File: config.mk
export PLATFORM = sky130hd
export DESIGN_NAME = price_bcd_conv
export DESIGN_NICKNAME = d
export VERILOG_FILES = /design/src/rtl/price_bcd_conv.sv
export SDC_FILE = /design/constraint.sdc
export NUM_CORES = 1
export LEC_CHECK = 0
export ABC_AREA = 0
export BUFFER_PORTS_ARGS = -buffer_cell sky130_fd_sc_hd__clkbuf_2
export CORE_ASPECT_RATIO = 1.2
export CORE_MARGIN = 3
export CORE_UTILIZATION = 40
export CTS_CLUSTER_SIZE = 16
export DETAILED_ROUTE_END_ITERATION = 12
export PLACE_DENSITY = 0.59
export SLEW_MARGIN = 20
export SYNTH_ARGS = -nofsm -noshare
export SYNTH_HDL_FRONTEND = slang
export SYNTH_SLANG_ARGS = --single-unit
File: constraint.sdc
create_clock -name clk -period 3 [get_ports clk]
set_clock_uncertainty 0.15 [all_clocks]
set_input_delay 0.45 -clock clk [delete_from_list [all_inputs] [get_ports clk]]
set_output_delay 0.45 -clock clk [all_outputs]
set_load 0.03 [all_outputs]
File: src/rtl/price_bcd_conv.sv
// Sequential binary-to-BCD converter for the scale price, one double-dabble step per clock.
// Optional leading-zero blanking mask is built when PRICE_BLANK_EN is defined.
module price_bcd_conv #(
  parameter int BIN_W  = 19,
  parameter int DIGITS = 6
) (
  input  logic                  clk,
  input  logic                  reset,
  input  logic [BIN_W-1:0]      precof,
  input  logic                  start,
  output logic                  busy,
  output logic                  done,
  output logic [4*DIGITS-1:0]   bcd,
  output logic [DIGITS-1:0]     blank
);

  localparam int CNT_W = (BIN_W > 1) ? $clog2(BIN_W) : 1;
  localparam logic [CNT_W-1:0] CNT_LOAD = CNT_W'(BIN_W - 1);

  typedef enum logic [1:0] {IDLE, SHIFT, DONE} state_t;

  state_t              state_q, state_d;
  logic [CNT_W-1:0]    cnt_q, cnt_d;
  logic [BIN_W-1:0]    bin_q, bin_d;
  logic [4*DIGITS-1:0] work_q, work_d;
  logic [4*DIGITS-1:0] adj;
  logic [4*DIGITS-1:0] shifted;
  logic [4*DIGITS-1:0] bcd_q;
  logic                load_out;

  // Add-3 correction on every digit that would overflow past 9 after doubling.
  genvar gi;
  generate
    for (gi = 0; gi < DIGITS; gi++) begin : g_adj
      assign adj[gi*4 +: 4] = (work_q[gi*4 +: 4] >= 4'd5) ? (work_q[gi*4 +: 4] + 4'd3)
                                                          : work_q[gi*4 +: 4];
    end
  endgenerate

  assign shifted = {adj[4*DIGITS-2:0], bin_q[BIN_W-1]};

  always_comb begin
    state_d  = state_q;
    cnt_d    = cnt_q;
    bin_d    = bin_q;
    work_d   = work_q;
    load_out = 1'b0;
    case (state_q)
      IDLE: begin
        if (start) begin
          bin_d   = precof;
          work_d  = '0;
          cnt_d   = CNT_LOAD;
          state_d = SHIFT;
        end
      end
      SHIFT: begin
        work_d = shifted;
        bin_d  = {bin_q[BIN_W-2:0], 1'b0};
        if (cnt_q == '0) begin
          load_out = 1'b1;
          state_d  = DONE;
        end else begin
          cnt_d = cnt_q - 1'b1;
        end
      end
      DONE: begin
        state_d = IDLE;
        if (start) begin
          bin_d   = precof;
          work_d  = '0;
          cnt_d   = CNT_LOAD;
          state_d = SHIFT;
        end
      end
      default: state_d = IDLE;
    endcase
  end

  always_ff @(posedge clk or posedge reset) begin
    if (reset) begin
      state_q <= IDLE;
      cnt_q   <= '0;
      bin_q   <= '0;
      work_q  <= '0;
      bcd_q   <= '0;
    end else begin
      state_q <= state_d;
      cnt_q   <= cnt_d;
      bin_q   <= bin_d;
      work_q  <= work_d;
      if (load_out) bcd_q <= shifted;
    end
  end

  assign busy = (state_q == SHIFT);
  assign done = (state_q == DONE);
  assign bcd  = bcd_q;

`ifdef PRICE_BLANK_EN
  localparam logic [DIGITS-1:0] BLANK_RST = {{(DIGITS-3){1'b1}}, 3'b000};

  logic [DIGITS-1:0] blank_d;
  logic [DIGITS-1:0] blank_q;

  // Digits 0..2 always show so the display reads at least "0.00".
  generate
    for (gi = 0; gi < DIGITS; gi++) begin : g_blank
      if (gi >= 3) begin : g_hi
        assign blank_d[gi] = ~|shifted[4*DIGITS-1:4*gi];
      end else begin : g_lo
        assign blank_d[gi] = 1'b0;
      end
    end
  endgenerate

  always_ff @(posedge clk or posedge reset) begin
    if (reset) begin
      blank_q <= BLANK_RST;
    end else if (load_out) begin
      blank_q <= blank_d;
    end
  end

  assign blank = blank_q;
`else
  assign blank = '0;
`endif

endmodule

After elaboration in Yosys (flattened, before gate mapping):

Index checks and enable logic that the tools add are counted.

* output and inout bits: 32
* input port bits: 22
* register bits: 74

* order comparisons: 6
* reduce and logical (&&, ||, !) cells: 7
* muxes and demuxes: 19
* add/sub/neg operators: 7
* equality and inequality tests: 6

Operators by type and width (count)
* $pmux W24 S2: 1
* $pmux W19 S2: 1
* $ge A4 B3 Y1 const B: 6
* $mux W24: 1
* $add A4 B2 Y4 const B: 5
* $mux W4: 5
* $mux W19: 1
* $mux W5: 2
* $pmux W5 S2: 1
* $pmux W2 S3: 1
* $logic_not A5 Y1: 1
* $sub A5 B1 Y5 const B: 1
* $mux W2: 2
* $ne A2 B1 Y1 const B: 2
* $ne A2 B2 Y1 const B: 2
* $reduce_and A2 Y1: 2
* $add A3 B2 Y3 const B: 1
* $mux W1: 3
* $mux W3: 1
* $reduce_and A3 Y1: 1
* $eq A2 B1 Y1 const B: 1
* $eq A2 B2 Y1 const B: 1
* $logic_not A2 Y1: 1
* $reduce_bool A2 Y1: 1
* $reduce_or A2 Y1: 1

Depth between registers and ports, before layout:

Gate-level depths: netlist (run 1).

* depth in word-level cells: 4
* gate-level depth with buffers: 8

Worst setup path before layout (run 1):

No wires, ideal clock.

* kind: reg-to-output
* start point: register state_q[0]
* end point: output done
* data arrival time: 1.133 ns
* stages on the path, launching flop included: 4
* setup slack: 1.267 ns
* data required time: 2.400 ns
* path buffers: 2
* cells stage by stage: dfrtp_1 buf_2 buf_2 nor2b_1

* word-level cells in the longest chain between the ends: 1

Ends and longest elaborated chain
* start, declared: line 22 `state_t state_q, state_d;`
* start signal, assigned: line 88 `state_q <= state_d;`
* $eq A2 B2 Y1: line 97 `assign done = (state_q == DONE);`
* end, declared: line 12 `output logic done,`

No other way between the ends.

Final worst setup path (run 1):

* start point: register state_q[1]
* end point: register bcd_q[9], in the netlist bcd[9]

* word-level cells in the longest chain between the ends: 2

Ends and longest elaborated chain
* $eq A2 B1 Y1: line 48 `case (state_q)`
* $mux W1: line 48
* end signal, assigned: line 92 `if (load_out) bcd_q <= shifted;`
* end, declared: line 28 `logic [4*DIGITS-1:0] bcd_q;`

No other way between the ends.
A chain may end at the register's enable or synchronous reset.

==> results.cfg, run 1 <==
[grt]
gr-usage-met2_pct = 22.4
grt_use_total_pct = 13.9
grt_max_degree = 49
grt.met1_usage_pct = 18.7
grt_pass1_wl_um = 11400
busiest_layer = met2
gr-usage-met3_pct = 2.65
antenna_found_initial = 0
grt_overflow = 0
grt_pass1_vias = 2435

[clock_network]
cts.repair.resized = 0
cts_made_buffers = 9
cts_sinks = 74
cts_tree = done
cts-root-buf = clkbuf_8
cts_max_level = 3
hold_buffers = 0
clockBufferDepth = 2
clk_pin_slew_ns = 0.08
post_cts.repair.setup_buffers = 0
clk_latency_ns = 0.34

[cells_and_area]
insertedDiodeCount = 0
syn_to_final_growth_pct = 14.7
n_fill_cell = 836
finalNetCount = 421
stdcell_area_um2 = 4160
drive_gt1_share_pct = 22.3

[die]
rows = 37
fp.coreArea_um2 = 8700
die_area_um2 = 10200
fp.dieW_um = 92.9
start_util_pct = 41.7
io_pins = 54
fp.dieH_um = 110

[power_and_ir_drop]
leakage_nw = 2.05
max-vdd-ir-drop_uv = 424
power_w = 0.00491
p_per_area_nw_per_um2 = 1180

[sta]
drv_slew = 0
max_slew_margin_pct = 60.4
fin_setup_tns_ns = 0
post-route-period-util_pct = 70.4
report.final.hold_viol_count = 2
rsz0062_at_grt = false
holdWs_ns = -0.000966
tightest_slew_ns = 0.593
setup_slack_ns = 0.889
layout_min_cycle_time_ns = 2.11
setup_viol = 0
fmax_mhz = 474

[yosys]
synth.avg_cell_area_um2 = 10.7
yosys_most_used_dff = dfrtp_1
synthSimpleGateAreaFrac_pct = 12.7
yosysUniqueCellTypes = 35
synth_mux_area_share_pct = 11.5
ys_seq_area_share_pct = 51.1
yosysWarnings = 0
syn_area_um2 = 3630
synthTopCellsByCount = 74 x dfrtp_1, 48 x nand2_1, 46 x o21ai_0
synth_xor_area_share_pct = 1.45
synth_compound_area_share_pct = 13.3
synth-edff-count = 0
synthTopCellsByArea = dfrtp_1 51%, mux2i_1 6.9%, o21ai_0 6.3%, nand2_1 5.0%, ha_1 4.5%
synthMostInstantiatedCell = dfrtp_1
synth_top_family_by_area = compound AO/OA/AOI/OAI gates
synthArstFlopShare_pct = 100
synth_seq_cells = 74
synth_top_area_share_pct = 51.1
synth_top_area_cell = dfrtp_1
syn_inst = 340
synth_fa_ha_area_share_pct = 4.49

[drt]
via_count = 2508
routed_wl_um = 6710
drt_iter0_drc = 115
antenna_left = 0
vias_per_cell = 4.94
dr.pass1.iters = 4
wl_per_cell_um = 13.2
drcViolationCount = 0

[placement]
routabilityCongestion = 0.793
pre_cts_slack_ns = 0.883
placed_cell_area_um2 = 3940
post-dp-hpwl_um = 4680
placement.io_buffers = 47

[worst_setup_path]
worst-endpoint-arrival_ns = 2.19
crit_path_end_kind = flip-flop
critPathMaxFanout = 24
start_kind = flip-flop
crit_required_ns = 3.07
crit_type = flip-flop to flip-flop

[status]
outcome = finished with violations
violations = negative hold slack

[job]
drv_cap = 0

[min_path]
holdCritPathClass = input port to async pin
[flip-flops by register name, indices dropped and copies added, names as in the netlist]
register,flops
cnt_q,5
bcd,24
bin_q,19
state_q,2
work_q,24
[cell usage in the layout (no fill, tap or decap), types with 3 or more instances in the layout]
cell and count:
inv_1 14, nand3_1 7, nor3b_1 11, buf_4 3, clkbuf_2 47, conb_1 6
xnor2_1 6, ha_1 13, mux2_2 4, mux2_4 8, o21ai_0 46, a22o_1 14
nor3_1 6, nand2_1 48, nand2b_1 7, a21oi_1 18, clkbuf_8 10, dfrtp_1 74
mux2i_1 25
[worst max-delay path, stage by stage, from the launching register on]
cell,delay (ns)
dfrtp_1,0.39
nand2b_4,0.23
inv_4,0.28
nand3b_4,0.28
inv_4,0.30
mux2_2,0.37
[routing by layer]
metal | up-vias | part of all wire [%] | wire length (um)
met5 | - | 0 | 0
met4 | 0 | 1.6 | 104
met3 | 10 | 3.8 | 258
met2 | 49 | 46 | 3080
met1 | 1194 | 49 | 3270
li1 | 1255 | - | -
[cell type report]
type                       count  area [um2]  share of cell area [%]
clock buffer                  11         141                    3.40
clock inverter                 5        77.6                    1.87
inverter                      17        68.8                    1.66
multi-input combinational    233        1590                    38.3
sequential                    74        1850                    44.5
tap                          117         146                    3.52
timing repair buffer          51         278                    6.68
[power breakdown]
group	total (W)	internal (W)	switching (W)	leakage, nW
sequential	0.00181	0.00146	0.000352	0.936
combinational	0.00225	0.000939	0.00131	1.00
clock	0.000847	0.000489	0.000358	0.109
total	0.00491	0.00288	0.00202	2.05
[kinds of logic (layout without fill, tap and decap cells)]
family / after synthesis / in the layout
buffers and inverters: 38 / 84
muxes: 37 / 37
adders and majority gates: 13 / 13
other: 1 / 6
and+or+nand+nor: 89 / 89
AOI/OAI and AO/OA: 82 / 82
DFF: 74 / 74
xor gates and xnor gates: 6 / 6
[path summary, 6_finish.rpt]
| check | start | to | slack, ns | cells past startpoint |
|---|---|---|---|---|
| max | state_q[1] | bcd[9] | 0.89 | 5 |
| min | reset | bin_q[12] | -0.001 | 2 |
| max reg2reg | state_q[1] | bcd[9] | 0.89 | 5 |
| min reg2reg | bin_q[5] | bin_q[5] | 0.33 | 2 |
| max in group asynchronous | reset | work_q[19] | 2.04 | 3 |
| min in group clk | precof[0] | bin_q[0] | 0.20 | 2 |
[through the flow]
step / hold WS (ns) / utilization [%] / instances
after floorplan: 0.300 / - / 345
after global placement: 0.313 / 45.3 / 492
after detailed placement: 0.321 / 45.3 / 492
after CTS: 0.0119 / 47.8 / 508
after global routing: 0.0278 / 47.8 / 508
final: -0.000966 / 47.8 / 508
Power figures use the tool's default switching activity.
==> run 2, diff against run 1 <==
- ABC_AREA: 0 -> 1
- PLACE_DENSITY: 0.59 -> 0.62
- clock period: 3 -> 1.9 ns (I/O delays scaled with it)
==> results.cfg, run 2 <==
[sta]
drv_slew = 0
fmax_mhz = 550
layout_min_cycle_time_ns = 1.82
report.final.hold_viol_count = 0
rsz0062_at_grt = false
post-route-period-util_pct = 95.6
fin_setup_tns_ns = 0
setup_viol = 0

[status]
outcome = complete, no violations

[clock_network]
clk_pin_slew_ns = 0.07
cts_tree = done
cts_sinks = 74
clk_latency_ns = 0.34
cts-root-buf = clkbuf_8
cts_made_buffers = 9
cts_max_level = 3
clockBufferDepth = 2
post_cts.repair.setup_buffers = 0

[grt]
grt_pass1_wl_um = 13400
grt_max_degree = 33
grt_use_total_pct = 16.0
grt_overflow = 0
grt_pass1_vias = 2942
antenna_found_initial = 0

[cells_and_area]
stdcell_area_um2 = 4260
final_common_cell = nand2_1
finalNetCount = 551
insertedDiodeCount = 0
finish.utilization_pct = 48.7
n_fill_cell = 841
syn_to_final_growth_pct = 15.7
final_cells = 637
drive_gt1_share_pct = 16.0
regArea_um2 = 1850
final_cell_mix = 178 x nand2_1, 73 x dfrtp_1, 61 x nand3_1
multi_input_area_um2 = 1570

[power_and_ir_drop]
clkPwrFrac_pct = 15.8
max-vdd-ir-drop_uv = 902
p_seq_share_pct = 34.8
swShare_pct = 46.2
leakage_nw = 2.28
power.internal_w = 0.00439
comb_power_share_pct = 49.4
power_w = 0.00817
switchingPower_w = 0.00378
p_per_area_nw_per_um2 = 1920

[drt]
drt_iter0_drc = 185
wl_per_cell_um = 12.5
antenna_left = 0
drcViolationCount = 0
dr.pass1.iters = 7
vias_per_cell = 4.93
routed_wl_um = 7950
via_count = 3142

[die]
die_area_um2 = 10400
start_util_pct = 42.1
fp.dieW_um = 93.6
io_pins = 54
fp.coreArea_um2 = 8750
fp.dieH_um = 111
rows = 37

[yosys]
synth_xor_area_share_pct = 0.238
synth_mux_area_share_pct = 0.816
synthArstFlopShare_pct = 100
yosys_most_used_dff = dfrtp_1
synthMostInstantiatedCell = nand2_1
synth_seq_cells = 74
synth_top_area_cell = dfrtp_1
synthSimpleGateAreaFrac_pct = 30.0
syn_inst = 466
synth_compound_area_share_pct = 6.46
yosysWarnings = 0
synth_fa_ha_area_share_pct = 4.42
ys_seq_area_share_pct = 50.3
syn_area_um2 = 3680
synth_top_family_by_area = simple AND/OR/NAND/NOR gates
yosysUniqueCellTypes = 21
synthTopCellsByArea = dfrtp_1 50%, nand2_1 18%, nand3_1 8.3%, ha_1 4.4%, inv_1 3.4%
synth_top_area_share_pct = 50.3
synth.avg_cell_area_um2 = 7.90
synthTopCellsByCount = 178 x nand2_1, 74 x dfrtp_1, 61 x nand3_1
synth-edff-count = 0

[min_path]
holdCritPathClass = input port to flip-flop

[worst_setup_path]
critical-path-max-stage-delay_ns = 0.44
crit_path_end_kind = primary output
cp_cell_sequence = nand2_2 > inv_4 > clkbuf_2
crit_type = flip-flop to primary output
crit_required_ns = 1.46
critPathSlowestCell = dfrtp_2
critPathMaxFanout = 9
start_kind = flip-flop
worst-endpoint-arrival_ns = 1.38
critPathTopFamily = flip-flops
cp_num_buf_inv = 2
rrSetupSlack_ns = 0.25

[placement]
post-dp-hpwl_um = 5600
dp.cells = 621
placement.io_buffers = 47
placed_cell_area_um2 = 4040
routabilityCongestion = 0.880

[job]
drv_cap = 0
-- run 2: stage by stage --
step                setup slack [ns]  hold slack, ns
floorplan                      0.374           0.279
CTS                           0.0594         0.00596
global route                  0.0104         0.00844
global placement               0.298           0.177
finish                        0.0829          0.0247
detailed placement             0.252           0.172
-- run 2: cell type report --
cell class	instances	area share, %
Inverter	37	3.41
Clock buffer	9	2.91
Sequential cell	74	43.5
Timing Repair Buffer	59	7.99
Clock inverter	6	1.94
Multi-Input combinational cell	335	36.8
Tap cell	117	3.44
-- run 2: repair_timing --
item | CTS | global route
hold buffers | 1 | 0
hold endpoints to repair | 17 | 0
resized for setup | 2 | 0
setup endpoints to repair | 1 | 0
-- run 2: power by group through the flow --
stage	clock, W	combinational, W	sequential, W
final	0.00129	0.00404	0.00284
after global routing	0.00140	0.00460	0.00293
after CTS	0.00133	0.00407	0.00283
after detailed placement	0	0.00404	0.00285
after global placement	0	0.00394	0.00283
after floorplan	0	0.00276	0.00314
-- run 2: final timing paths --
check,endpoint,start,cells after the start
min in group asynchronous,work_q[21],reset,3
min,bin_q[14],precof[14],3
max in group asynchronous,bcd[20],reset,4
min reg2reg,cnt_q[4],cnt_q[4],2
max,busy,state_q[0],3
max reg2reg,bcd[19],cnt_q[0],7
-- run 2: logic make-up after synthesis --
group	Yosys count
compound gates	42
xor+xnor	1
fa+ha+maj	13
buf+inv	62
flops	74
mux	3
other cells	1
simple gates	270
-- run 2: routing by layer --
metal	up-vias	wire length, um	GRT usage [%]
met2	75	3880	26.7
li1	1584	-	-
met3	10	363	3.80
met1	1473	3620	20.1
met5	-	0	0
met4	0	97	5.39
-- run 2: worst register-to-register path: cells and delay by family (launching register included) --
family                   cells  cell delay [ns]
AO/OA/AOI/OAI                1             0.06
adder cells (fa/ha/maj)      1             0.20
flip-flops                   1             0.39
buffers and inverters        2             0.32
AND/OR/NAND/NOR              3             0.40
==> run 3, diff against run 2 <==
- CELL_PAD_IN_SITES_DETAIL_PLACEMENT: default -> 1
- CELL_PAD_IN_SITES_GLOBAL_PLACEMENT: default -> 1
- CORE_UTILIZATION: 40 -> 38
- PLACE_DENSITY: 0.62 -> 0.76
- clock period: 1.9 -> 1.6 ns (I/O delays scaled with it)
==> results.cfg, run 3 (synthesis gave the netlist of run 2 again) <==
[status]
outcome = complete, no violations

[power_and_ir_drop]
swShare_pct = 46.1
switchingPower_w = 0.00499
clkPwrFrac_pct = 16.4
max-vdd-ir-drop_uv = 935
power.internal_w = 0.00584
p_seq_share_pct = 31.6
comb_power_share_pct = 52.0
leakage_nw = 2.49
p_per_area_nw_per_um2 = 2270

[clock_network]
cts_sinks = 74
cts-root-buf = clkbuf_8
clk_latency_ns = 0.35
cts_tree = done
cts_max_level = 3
clockBufferDepth = 2
cts_made_buffers = 9
clk_pin_slew_ns = 0.08

[min_path]
holdCritPathClass = flip-flop to flip-flop

[die]
start_util_pct = 39.9
fp.coreArea_um2 = 9220
io_pins = 54
fp.dieW_um = 95.8
die_area_um2 = 10900
fp.dieH_um = 114
rows = 38

[sta]
post-route-period-util_pct = 98.4
holdWs_ns = 0.333
setup_viol = 0
fmax_mhz = 635
report.final.hold_viol_count = 0
drv_slew = 0
layout_min_cycle_time_ns = 1.58
rsz0062_at_grt = true

[worst_setup_path]
critPathMaxFanout = 7
crit_required_ns = 1.21
crit_type = flip-flop to primary output
cp_num_buf_inv = 3
critPathSlowestCell = dfrtp_1
worst-endpoint-arrival_ns = 1.19
rrSetupSlack_ns = 0.06
cp_cell_sequence = inv_2 > nand2_8 > inv_8 > clkbuf_16
start_kind = flip-flop
crit_path_end_kind = primary output
critPathTopFamily = flip-flops
critical-path-max-stage-delay_ns = 0.39

[cells_and_area]
regArea_um2 = 1850
finish.utilization_pct = 51.6
final_cell_mix = 176 x nand2_1, 73 x dfrtp_1, 55 x nand3_1
drive_gt1_share_pct = 20.6
n_fill_cell = 1126
finalNetCount = 584
insertedDiodeCount = 0
final_common_cell = nand2_1
multi_input_area_um2 = 1650
syn_to_final_growth_pct = 29.3

[job]
drv_cap = 0

[placement]
routabilityCongestion = 0.829
placement.io_buffers = 47
post-dp-hpwl_um = 6600

[drt]
drt_iter0_drc = 65
routed_wl_um = 9970
via_count = 3364
drcViolationCount = 0
wl_per_cell_um = 14.8
dr.pass1.iters = 4
antenna_left = 0
vias_per_cell = 4.99

[grt]
grt_pass1_vias = 3509
grt_max_degree = 75
grt_overflow = 0
grt_pass1_wl_um = 16800
grt_use_total_pct = 19.5
antenna_found_initial = 0
-- run 3: cell count changes in the layout (fill, tap and decap cells not counted), moves of 3 or more --
cell           delta
nand3_1           -6
dlygate4sd3_1    +20
o21ai_0           -5
inv_1             -4
o21ai_1           +3
buf_12            +3
buf_4             +8
nand3_2           +6
inv_2             +3
-- run 3: area by class of cell --
| type | instances | area share (%) |
|---|---|---|
| Tap cell | 120 | 3.15 |
| Multi-Input combinational cell | 335 | 34.6 |
| Clock inverter | 7 | 2.47 |
| Sequential cell | 74 | 38.9 |
| Inverter | 37 | 3.31 |
| Timing Repair Buffer | 92 | 15.0 |
| Clock buffer | 9 | 2.60 |
-- run 3: metrics by stage --
step                      cell area [um2]  setup slack [ns]  TNS (ns)  std cells  power, W
after floorplan                      3700            0.0739         0        471   0.00701
after global placement               4090            0.0116         0        627   0.00827
after detailed placement             4090           -0.0955     -1.39        627   0.00853
after CTS                            4590           -0.0130   -0.0130        664    0.0105
after global routing                 4760           -0.0361    -0.163        674    0.0118
final                                4760            0.0248         0        674    0.0108
-- run 3: worst register-to-register path, delay by kind of cell (launching register included) --
| kind | cells | cell delay (ns) |
|---|---|---|
| AND/OR/NAND/NOR | 4 | 0.39 |
| buffers and inverters | 3 | 0.38 |
| flip-flops | 1 | 0.42 |
| adder cells (fa/ha/maj) | 1 | 0.14 |
-- run 3: layer usage --
| layer | vias to the layer above | GRT usage [%] | wire length [um] |
|---|---|---|---|
| met5 | - | 0 | 0 |
| li1 | 1655 | - | - |
| met4 | 0 | 6.74 | 173 |
| met3 | 14 | 3.69 | 258 |
| met2 | 53 | 33.2 | 5150 |
| met1 | 1642 | 24.6 | 4390 |
-- run 3: power by group through the flow --
stage	clock network (W)	logic, W	registers [W]
final	0.00177	0.00563	0.00343
after floorplan	0	0.00328	0.00373
after CTS	0.00181	0.00531	0.00342
after global routing	0.00190	0.00639	0.00355
after detailed placement	0	0.00511	0.00342
after global placement	0	0.00488	0.00339
-- run 3: worst paths after layout --
path	from	end	cells after the start
hold / removal	bcd[22]	bcd[22]	2
max in group asynchronous	reset	bcd[17]	4
setup reg to reg	cnt_q[0]	bcd[3]	8
hold reg to reg	bcd[22]	bcd[22]	2
setup / recovery	state_q[1]	busy	4
min in group asynchronous	reset	bcd[10]	4
-- run 3: repair_timing --
action	CTS	global route
hold buffers	21	0
setup buffers	0	9
endpoints found under the setup margin	25	41
endpoints found under the hold margin	93	0
cloned	0	1
resized for setup	12	32
pin swaps	0	1
